[src/rtl/dac_frame_ctrl.sv]
// dac_frame_ctrl: sequences transfers to an external DAC through an SPI master.
// After a power-up delay a clear frame is issued, then samples arriving on a
// valid/ready handshake are packed into 32-bit command frames. Each frame is
// started with a one-cycle strobe and its completion is tracked through the
// SPI slave-select line, with a timeout on the start of the transfer.
module dac_frame_ctrl #(
    parameter int unsigned bits    = 32,
    parameter int unsigned dw      = 12,
    parameter logic [3:0]  cmd     = 4'b0011,
    parameter int unsigned pwr_dly = 100,
    parameter int unsigned tmo     = 16,
    parameter int unsigned gap     = 4
) (
    input  logic            clk,
    input  logic            rst,
    input  logic [dw-1:0]   sample,
    input  logic [3:0]      addr,
    input  logic            sample_valid,
    output logic            sample_ready,
    input  logic            clr_req,
    input  logic            spi_ss,
    output logic            spi_en,
    output logic            spi_clr_ctrl,
    output logic [bits-1:0] spi_data,
    output logic            done,
    output logic            err
);

    // Counter must reach the largest of the three delays without wrapping.
    localparam int unsigned MAX_A = (pwr_dly > tmo) ? pwr_dly : tmo;
    localparam int unsigned MAX_B = (MAX_A > gap) ? MAX_A : gap;
    localparam int unsigned CW    = $clog2(MAX_B) + 1;

    localparam logic [CW-1:0] PWR_LAST = CW'(pwr_dly);
    localparam logic [CW-1:0] TMO_LAST = CW'(tmo - 1);
    localparam logic [CW-1:0] GAP_LAST = CW'(gap - 1);

    typedef enum logic [2:0] {
        ST_INIT = 3'd0,
        ST_CLR  = 3'd1,
        ST_IDLE = 3'd2,
        ST_SEND = 3'd3,
        ST_WLO  = 3'd4,
        ST_WHI  = 3'd5,
        ST_GAP  = 3'd6
    } state_t;

    state_t          state_q, state_d;
    logic [CW-1:0]   cnt_q, cnt_d;
    logic [bits-1:0] data_q, data_d;
    logic            spi_en_q;
    logic            clr_ctrl_q;
    logic            done_q;
    logic            err_q;

    logic            accept_s;
    logic            err_set_s;
    logic            done_set_s;
    logic [15:0]     field_s;
    logic [bits-1:0] frame_s;

    // Ready is gated by clr_req in the same cycle so that a pending clear
    // request can never coexist with an advertised (and then ignored) ready.
    assign sample_ready = (state_q == ST_IDLE) & ~clr_req;

    assign spi_en       = spi_en_q;
    assign spi_clr_ctrl = clr_ctrl_q;
    assign spi_data     = data_q;
    assign done         = done_q;
    assign err          = err_q;

    // Command frame: zero byte, command nibble, channel, left-justified sample.
    always_comb begin
        field_s            = 16'h0000;
        field_s[15 -: dw]  = sample;
        frame_s            = {8'h00, cmd, addr, field_s};
    end

    // Next-state decode, event flags, frame register and counter next values.
    always_comb begin
        state_d    = state_q;
        accept_s   = 1'b0;
        err_set_s  = 1'b0;
        done_set_s = 1'b0;
        case (state_q)
            ST_INIT: begin
                if (cnt_q == PWR_LAST) begin
                    state_d = ST_CLR;
                end else begin
                    state_d = ST_INIT;
                end
            end
            ST_CLR: begin
                state_d = ST_WLO;
            end
            ST_IDLE: begin
                if (clr_req) begin
                    state_d = ST_CLR;
                end else if (sample_valid) begin
                    accept_s = 1'b1;
                    state_d  = ST_SEND;
                end else begin
                    state_d = ST_IDLE;
                end
            end
            ST_SEND: begin
                state_d = ST_WLO;
            end
            ST_WLO: begin
                if (!spi_ss) begin
                    state_d = ST_WHI;
                end else if (cnt_q == TMO_LAST) begin
                    err_set_s = 1'b1;
                    state_d   = ST_IDLE;
                end else begin
                    state_d = ST_WLO;
                end
            end
            ST_WHI: begin
                if (spi_ss) begin
                    done_set_s = 1'b1;
                    state_d    = ST_GAP;
                end else begin
                    state_d = ST_WHI;
                end
            end
            ST_GAP: begin
                if (cnt_q == GAP_LAST) begin
                    state_d = ST_IDLE;
                end else begin
                    state_d = ST_GAP;
                end
            end
            default: begin
                state_d = ST_INIT;
            end
        endcase

        // Frame only changes when a new transfer is being launched.
        if (accept_s) begin
            data_d = frame_s;
        end else if ((state_d == ST_CLR) && (state_q != ST_CLR)) begin
            data_d = '0;
        end else begin
            data_d = data_q;
        end

        // Counter restarts on every state entry and only runs in timed states.
        if (state_d != state_q) begin
            cnt_d = '0;
        end else if ((state_q == ST_INIT) || (state_q == ST_WLO) || (state_q == ST_GAP)) begin
            cnt_d = cnt_q + CW'(1);
        end else begin
            cnt_d = cnt_q;
        end
    end

    // State, counter and registered output decodes.
    always_ff @(posedge clk) begin
        if (rst) begin
            state_q    <= ST_INIT;
            cnt_q      <= '0;
            data_q     <= '0;
            spi_en_q   <= 1'b0;
            clr_ctrl_q <= 1'b0;
            done_q     <= 1'b0;
            err_q      <= 1'b0;
        end else begin
            state_q    <= state_d;
            cnt_q      <= cnt_d;
            data_q     <= data_d;
            spi_en_q   <= (state_d == ST_CLR) || (state_d == ST_SEND);
            clr_ctrl_q <= (state_d == ST_CLR);
            done_q     <= done_set_s;
            err_q      <= err_q | err_set_s;
        end
    end

endmodule

[config.mk]
export PLATFORM = sky130hd
export DESIGN_NAME = dac_frame_ctrl
export DESIGN_NICKNAME = d
export VERILOG_FILES = /design/src/rtl/dac_frame_ctrl.sv
export SDC_FILE = /design/constraint.sdc
export NUM_CORES = 1
export LEC_CHECK = 0
export ABC_AREA = 0
export CORE_MARGIN = 2
export CORE_UTILIZATION = 40
export DETAILED_ROUTE_END_ITERATION = 8
export PLACE_DENSITY = 0.8
export SYNTH_ARGS = -nofsm -noshare
export SYNTH_HDL_FRONTEND = slang
export SYNTH_SLANG_ARGS = --single-unit
[constraint.sdc]
create_clock -name clk -period 1.8 [get_ports clk]
set_clock_uncertainty 0.2 [all_clocks]
set_input_delay 0.36 -clock clk [delete_from_list [all_inputs] [get_ports clk]]
set_output_delay 0.36 -clock clk [all_outputs]
set_load 0.005 [all_outputs]
# After elaboration in Yosys (flattened, before gate mapping)
# Index checks and enable logic that the tools add are counted.
[totals]
ff_bits = 33
output_inout_bits = 37
word_cells = 51
[op_classes]
muxes = 17
bitwise = 4
n_eq_ne = 13
reduce_logical = 9
add_sub_neg = 1
[ops]
columns = ["cell", "n"]
rows = [
  ["22-bit 2-to-1 mux", 2],
  ["3-bit one-hot mux with 6 select lines", 1],
  ["3-bit by 2-bit == test with 1-bit output (second input constant)", 3],
  ["3-bit == test (second input constant)", 3],
  ["1-bit 2-to-1 mux", 9],
  ["3-bit 2-to-1 mux", 3],
  ["8-bit by 1-bit adder with 8-bit output (second input constant)", 1],
  ["8-bit by 2-bit == test with 1-bit output (second input constant)", 1],
  ["8-bit by 4-bit == test with 1-bit output (second input constant)", 1],
  ["8-bit by 7-bit == test with 1-bit output (second input constant)", 1],
  ["3-bit by 1-bit == test with 1-bit output (second input constant)", 2],
  ["2-bit OR reduction", 3],
  ["2-bit 2-to-1 mux", 2],
  ["3-bit zero test", 1],
  ["1-bit logical OR", 3],
  ["3-bit by 1-bit != test with 1-bit output (second input constant)", 1],
  ["3-bit != test", 1],
  ["1-bit inverter", 2],
  ["2-bit nonzero test", 1],
  ["1-bit AND", 1],
  ["1-bit logical AND", 1],
  ["1-bit bitwise OR", 1],
]

# Logic depth before layout (Yosys ltp)
# Gate-level depths: netlist (run 1).
[depth]
word_depth = 8
mapped_depth = 7
depth_no_buf = 6

# Least setup slack after synthesis (run 1)
# Ideal clock, no wire load.
[synth_timing]
path_type = "reg-to-reg"
from = "reg cnt_q[0]"
to = "reg data_q[10], in the netlist spi_data[10]"
arrival_time_ps = 1548
stages_incl_launch_ff = 8
path_buffers = 1
setup_slack_ps = -40
setup_time_ps = 92
period_less_slack_ps = 1840
path_cell_list = "dfxtp_1 > ha_1 > and3_1 > a31oi_1 > o221a_2 > nor2_8 > buf_8 > o32ai_1"
[synth_via]
elab_chain_len = 7
[synth_lines]
columns = ["item", "line", "source"]
rows = [
  ["start, declared", "49", "logic [CW-1:0] cnt_q, cnt_d;"],
  ["start signal, assigned", "170", "cnt_q <= cnt_d;"],
  ["8-bit by 4-bit == test with 1-bit output", "112", "end else if (cnt_q == TMO_LAST) begin"],
  ["3-bit 2-to-1 mux", "112", ""],
  ["3-bit 2-to-1 mux", "110", "if (!spi_ss) begin"],
  ["3-bit one-hot mux with 6 select lines (*)", "85", "case (state_q)"],
  ["3-bit by 1-bit == test with 1-bit output (*)", "142", "end else if ((state_d == ST_CLR) && (state_q != ST_CLR)) begin"],
  ["1-bit logical AND (*)", "142", ""],
  ["2-bit nonzero test (no line) (*)", "-", ""],
  ["end signal, assigned", "171", "data_q <= data_d;"],
  ["end, declared", "50", "logic [bits-1:0] data_q, data_d;"],
]
# Mark *: on every way between the ends. The rest lies on a longest branch, timed or not.
# A chain may end at the register's enable or synchronous reset.

# Final worst setup path (run 1)
[layout_timing]
from = "reg state_q[1]"
to = "reg clr_ctrl_q, in the netlist spi_clr_ctrl"
[layout_via]
elab_chain_len = 4
[layout_lines]
columns = ["item", "line", "source"]
rows = [
  ["start, declared", "48", "state_t state_q, state_d;"],
  ["start signal, assigned", "169", "state_q <= state_d;"],
  ["3-bit by 2-bit == test with 1-bit output or 3-bit by 1-bit == test with 1-bit output (tied branches)", "85", ""],
  ["2-bit OR reduction (no line)", "-", ""],
  ["3-bit one-hot mux with 6 select lines (*)", "85", ""],
  ["3-bit by 1-bit == test with 1-bit output (*)", "173", "clr_ctrl_q <= (state_d == ST_CLR);"],
  ["end signal, assigned", "173", ""],
  ["end, declared", "52", "logic clr_ctrl_q;"],
]
# Marked as above.

==> flow_summary.yaml, run 1 <==
worst_setup_path:
  cp-end-kind: "register"
  path_max_fanout: 4
  worstSetupPathType: "register to register"
  required_ns: 1.78
  critical_path_arrival_ns: 1.84
  startpoint_type: "register"
die:
  die-width_um: 68.1
  die-height_um: 68.1
  floorplan.initialDensity: 0.413
  core_area_sq_um: 3970
  num_rows: 23
  dieArea_sq_um: 4630
  ios: 58
route:
  drc: 0
  ant_nets: 0
  dr.first_iter.drc_count: 85
  wire_per_inst_um: 14.4
  first_pass_iters: 4
  wl_um: 4400
  vias: 1516
  vias_per_cell: 4.97
synthesis:
  syn_avg_cell_area_sq_um: 9.22
  synthSimpleGateAreaFrac: 0.252
  yosysSeqAreaShare: 0.390
  synth_area_sq_um: 1640
  synthMuxAreaShare: 0
  ys_seq_elements: 32
  synth-compound-area-share: 0.158
  synth_cells: 178
  synth-adder-area-share: 0.0152
  synth_xor_area_frac: 0.0373
  synth_cell_types: 41
  synth_top_family_by_area: "simple AND/OR/NAND/NOR gates"
  ys_warn_count: 0
power_and_ir_drop:
  swShare: 0.224
  internal_power_w: 0.00120
  p_switching_w: 0.000345
  ir_worst_vdd_v: 0.000353
  seqPwrFrac: 0.467
  p_leak_nw: 0.985
  p_per_area_nw_per_um2: 570
  combPwrFrac: 0.093
  clkPwrFrac: 0.440
  power_w: 0.00154
place:
  gp_congestion: 0.787
  dpl.hpwl_um: 2480
  dpl.cell_count: 281
  portBuffers: 43
finish:
  multi_input_area_sq_um: 1060
  post-route-util: 0.681
  fillers: 292
  finalNetCount: 277
  area_delta_synth_final_pct: 64.8
  layout-drive-gt1-share: 0.341
  final-seq-area_sq_um: 657
  instances_no_fill: 305
  insertedDiodeCount: 0
hold_path:
  hp-class: "register to register"
timing:
  max_freq_mhz: 539
  setup_viol: 18
  fin_tns_setup_ns: -0.625
  rsz0062_at_grt: "yes"
  fin_ws_ns: -0.0564
  hold_ws_ns: 0.257
  drv_slew: 0
  post-route-period-util: 1.03
  hold_violations: 0
  finalCriticalPeriod_ns: 1.86
global_route:
  grt-ovfl-total: 0
  grt_usage: 0.166
  grt_pass1_wl_um: 5690
  grt_antenna_before_repair: 0
  grt_pass1_vias: 1280
  grt_max_degree: 42
clocking:
  hold_buffers: 0
  ctsLongestPathBuffers: 2
  cts.sinks: 32
  clk_root_buffer_cell: "clkbuf_8"
  cts_tree: "built"
  insertion_delay_ns: 0.29
  cts_buffers: 5
  path_clk_slew_ns: 0.07
  cts_max_level: 2
run:
  drv_cap: 0
run_status:
  failed_checks: "negative setup slack"
  status: "complete, but fails checks"
[power groups by stage]
| stage | registers, W | logic, W | clock network [W] |
|---|---|---|---|
| detailed placement | 0.000736 | 0.000123 | 0 |
| floorplan | 0.000735 | 0.0000798 | 0 |
| global route | 0.000720 | 0.000158 | 0.000716 |
| finish | 0.000720 | 0.000144 | 0.000679 |
| CTS | 0.000723 | 0.000129 | 0.000700 |
| global placement | 0.000736 | 0.000120 | 0 |
[stage by stage]
stage	area [sq um]	worst slack (ns)
floorplan	1690	0.000695
global placement	2170	-0.456
detailed placement	2170	-0.470
CTS	2410	-0.0226
global route	2710	-0.119
finish	2710	-0.0564
[flip-flops by register name (all words and copies together), names as in the netlist]
| register | count |
|---|---|
| err | 1 |
| cnt_q | 8 |
| spi_clr_ctrl | 1 |
| spi_data | 17 |
| spi_en | 1 |
| done | 1 |
| state_q | 3 |
[cells in the mapped netlist]
cell type  instances  area, sq um
nand4b_1           1         8.76
nand2b_1          20          125
buf_6              1         11.3
o21ai_0            1         5.00
o2111ai_2          1         15.0
o21ai_2            1         8.76
and4_2             1         10.0
nor2_8             1         20.0
nor2_1            13         48.8
a31oi_1            2         12.5
and3_1             2         12.5
o22ai_4            1         20.0
or3b_1             2         17.5
xor2_1             2         17.5
o211ai_2           1         12.5
dfxtp_1           32          641
inv_1             19         71.3
nor2b_1            4         25.0
nor2_4             1         11.3
and3_2             1         7.51
nand4_2            1         12.5
clkbuf_1           4         15.0
nor4bb_1           1         10.0
nor4_1             1         6.26
xnor2_1            5         43.8
nor4_4             1         21.3
nand2_1            6         22.5
nor4_2             1         12.5
o31ai_2            1         12.5
o32ai_1           16          140
buf_2              1         5.00
o22ai_1            1         6.26
ha_1               2         25.0
buf_8              1         15.0
nand3_1            3         15.0
buf_4             16          120
conb_1             1         3.75
nor3_1             4         20.0
a21oi_1            3         15.0
o221a_2            1         11.3
nor3b_1            1         7.51
[kinds of logic after synthesis]
family                   count (synthesis)
AO/OA/AOI/OAI                           29
buffers and inverters                   42
adder cells (fa/ha/maj)                  2
flip-flops                              32
other                                    1
AND/OR/NAND/NOR                         65
XOR/XNOR                                 7
[area by class of cell]
cell class                      count  area share
Multi-Input combinational cell    119       0.390
Timing Repair Buffer               77       0.276
Inverter                           19      0.0264
Clock inverter                      3      0.0157
Tap cell                           50      0.0231
Sequential cell                    32       0.243
Clock buffer                        5      0.0254
[cell usage in the layout (no fill, tap or decap), drive strengths merged, types with 2 or more instances in the layout]
cell type | synthesis | final
a21oi | 3 | 3
buf | 19 | 33
o32ai | 16 | 16
nand3 | 3 | 3
clkbuf | 4 | 7
nand2 | 6 | 6
nor4 | 3 | 3
nor2 | 15 | 17
xor2 | 2 | 2
and3 | 3 | 3
or3b | 2 | 2
nor3 | 4 | 4
ha | 2 | 2
dfxtp | 32 | 32
a31oi | 2 | 2
xnor2 | 5 | 5
o22ai | 2 | 2
conb | 1 | 14
dlymetal6s2s | 0 | 2
inv | 19 | 19
nand2b | 20 | 20
o21ai | 2 | 2
clkdlybuf4s50 | 0 | 39
nor2b | 4 | 4
[per-layer routing]
layer	track usage	vias to the layer above	part of all wire
met5	0	-	0
met4	0.0675	0	0.022
met3	0.0444	9	0.063
met2	0.286	59	0.51
met1	0.192	711	0.41
li1	-	737	-
[worst max-delay path: stages (launching register included)]
cell and delay (ns):
dfxtp_4 0.36, buf_6 0.13, nor3b_4 0.25, buf_6 0.15, a31oi_4 0.08, o221a_4 0.15, buf_4 0.16, nor4_1 0.29
[what timing repair did]
action | CTS | global route
hold endpoints to repair | 0 | 0
pin swaps | 7 | 15
endpoints found under the setup margin | 26 | 30
setup buffers | 2 | 11
gates cloned | 2 | 1
gates resized for setup | 19 | 30
[final timing paths]
check / start / endpoint / slack (ns) / cells past startpoint
worst max-delay path: state_q[1] / spi_clr_ctrl / -0.06 / 7
worst min-delay path: err / err / 0.26 / 2
worst max register to register: state_q[1] / spi_clr_ctrl / -0.06 / 7
worst min register to register: err / err / 0.26 / 2
(Power assumes the default switching activity.)
==> inputs of run 2 (changes only) <==
- CORE_UTILIZATION: 40 -> 45
- PLACE_DENSITY: 0.8 -> 0.85
- clock period: 1.8 -> 1.78 ns (I/O delays scaled with it)
==> flow_summary.yaml, run 2 (synthesis gave the netlist of run 1 again) <==
worst_setup_path:
  path_max_fanout: 5
  worstSetupPathType: "register to register"
  slowest_stage: "dfxtp_4"
  cp_top_family: "compound AO/OA/AOI/OAI gates"
  critical_path_arrival_ns: 1.88
  worstPathCellList: "ha_4 > and3_4 > a31oi_4 > o221a_4 > nor2_4 > o32ai_2"
  cpPeakStageDelay_ns: 0.37
  cp_num_buf_inv: 0
  required_ns: 1.84
  cp-end-kind: "register"
  startpoint_type: "register"
timing:
  setup_viol: 12
  max_freq_mhz: 549
  finalCriticalPeriod_ns: 1.82
  drv_slew: 0
  hold_violations: 0
  post-route-period-util: 1.02
  fin_ws_ns: -0.0417
  rsz0062_at_grt: "yes"
die:
  num_rows: 21
  core_area_sq_um: 3420
  floorplan.initialDensity: 0.481
  die-height_um: 64.4
  die-width_um: 64.4
  ios: 58
  dieArea_sq_um: 4150
route:
  vias: 1461
  ant_nets: 0
  drc: 0
  first_pass_iters: 4
  wire_per_inst_um: 13.7
  dr.first_iter.drc_count: 71
  wl_um: 4020
  vias_per_cell: 4.97
run_status:
  failed_checks: "negative setup slack"
  status: "complete, but fails checks"
clocking:
  cts.sinks: 32
  cts_tree: "built"
  cts_max_level: 2
  cts_buffers: 5
  clk_root_buffer_cell: "clkbuf_4"
  ctsLongestPathBuffers: 2
  insertion_delay_ns: 0.35
  path_clk_slew_ns: 0.10
power_and_ir_drop:
  ir_worst_vdd_v: 0.000547
  p_per_area_nw_per_um2: 558
  p_leak_nw: 0.928
finish:
  finalNetCount: 270
  instances_no_fill: 294
  final_cell_mix: "clkdlybuf4s50_1, buf_4, nand2b_1"
  area_delta_synth_final_pct: 55.1
  fillers: 231
  postLayoutCellArea_sq_um: 2550
  insertedDiodeCount: 0
  layout_commonest_cell: "clkdlybuf4s50_1"
  largest_register_ffs: 17
  post-route-util: 0.745
  layout-drive-gt1-share: 0.339
place:
  dpl.cell_count: 282
  portBuffers: 43
  placed_area_sq_um: 2230
  pre_cts_ws_ns: -0.391
  dpl.hpwl_um: 2580
  gp_congestion: 0.820
global_route:
  grt-ovfl-total: 0
  grt_pass1_vias: 1367
  grt_antenna_before_repair: 0
  grt_pass1_wl_um: 6290
  grt_usage: 0.199
  grt_max_degree: 42
run:
  drv_cap: 0
hold_path:
  hp-class: "register to register"
-- run 2: worst paths after layout --
kind / start / to / slack, ns / depth (start not counted)
setup / recovery: cnt_q[1] / spi_data[12] / -0.04 / 6
hold / removal: err / err / 0.25 / 2
setup reg to reg: cnt_q[1] / spi_data[12] / -0.04 / 6
hold reg to reg: err / err / 0.25 / 2
-- run 2: area by class of cell --
| cell class | count | area, sq um | area share |
|---|---|---|---|
| repair buffers | 70 | 662 | 0.260 |
| clock inverters | 2 | 35.0 | 0.0138 |
| clock buffers | 6 | 41.3 | 0.0162 |
| well taps | 46 | 57.6 | 0.0226 |
| inverters | 19 | 71.3 | 0.0280 |
| multi-input cells | 119 | 1010 | 0.398 |
| flip-flops and latches | 32 | 667 | 0.262 |
-- run 2: timing repair --
action / CTS / global route
gates resized for setup: 22 / 28
buffers inserted: 0 / 2
gates cloned: 2 / 0
hold buffers: 0 / 0
pin swaps: 4 / 4
endpoints found under the setup margin: 27 / 39
-- run 2: where the power goes --
part	switching (W)	total, W	internal (W)
clock network	0.000253	0.000547	0.000294
registers	0.00000857	0.000728	0.000719
logic	0.0000679	0.000147	0.0000795
-- run 2: worst reg2reg max path, delay by kind of cell (launching register included) --
| kind | cells | cell delay [ns] |
|---|---|---|
| flops | 1 | 0.37 |
| compound gates | 3 | 0.72 |
| fa+ha+maj | 1 | 0.17 |
| simple gates | 2 | 0.27 |
-- run 2: per-stage QoR --
stage	total power [W]	TNS [ns]	hold slack, ns
floorplan	0.000825	0	0.242
global placement	0.000868	-9.43	0.233
detailed placement	0.000871	-10.25	0.242
CTS	0.00143	-0.0473	0.256
global route	0.00148	-1.81	0.308
finish	0.00142	-0.253	0.252
-- run 2: per-layer routing --
layer | global-route usage | wire (um)
met5 | 0 | 0
met4 | 0.0824 | 58
met3 | 0.0528 | 262
met2 | 0.357 | 2110
met1 | 0.222 | 1590
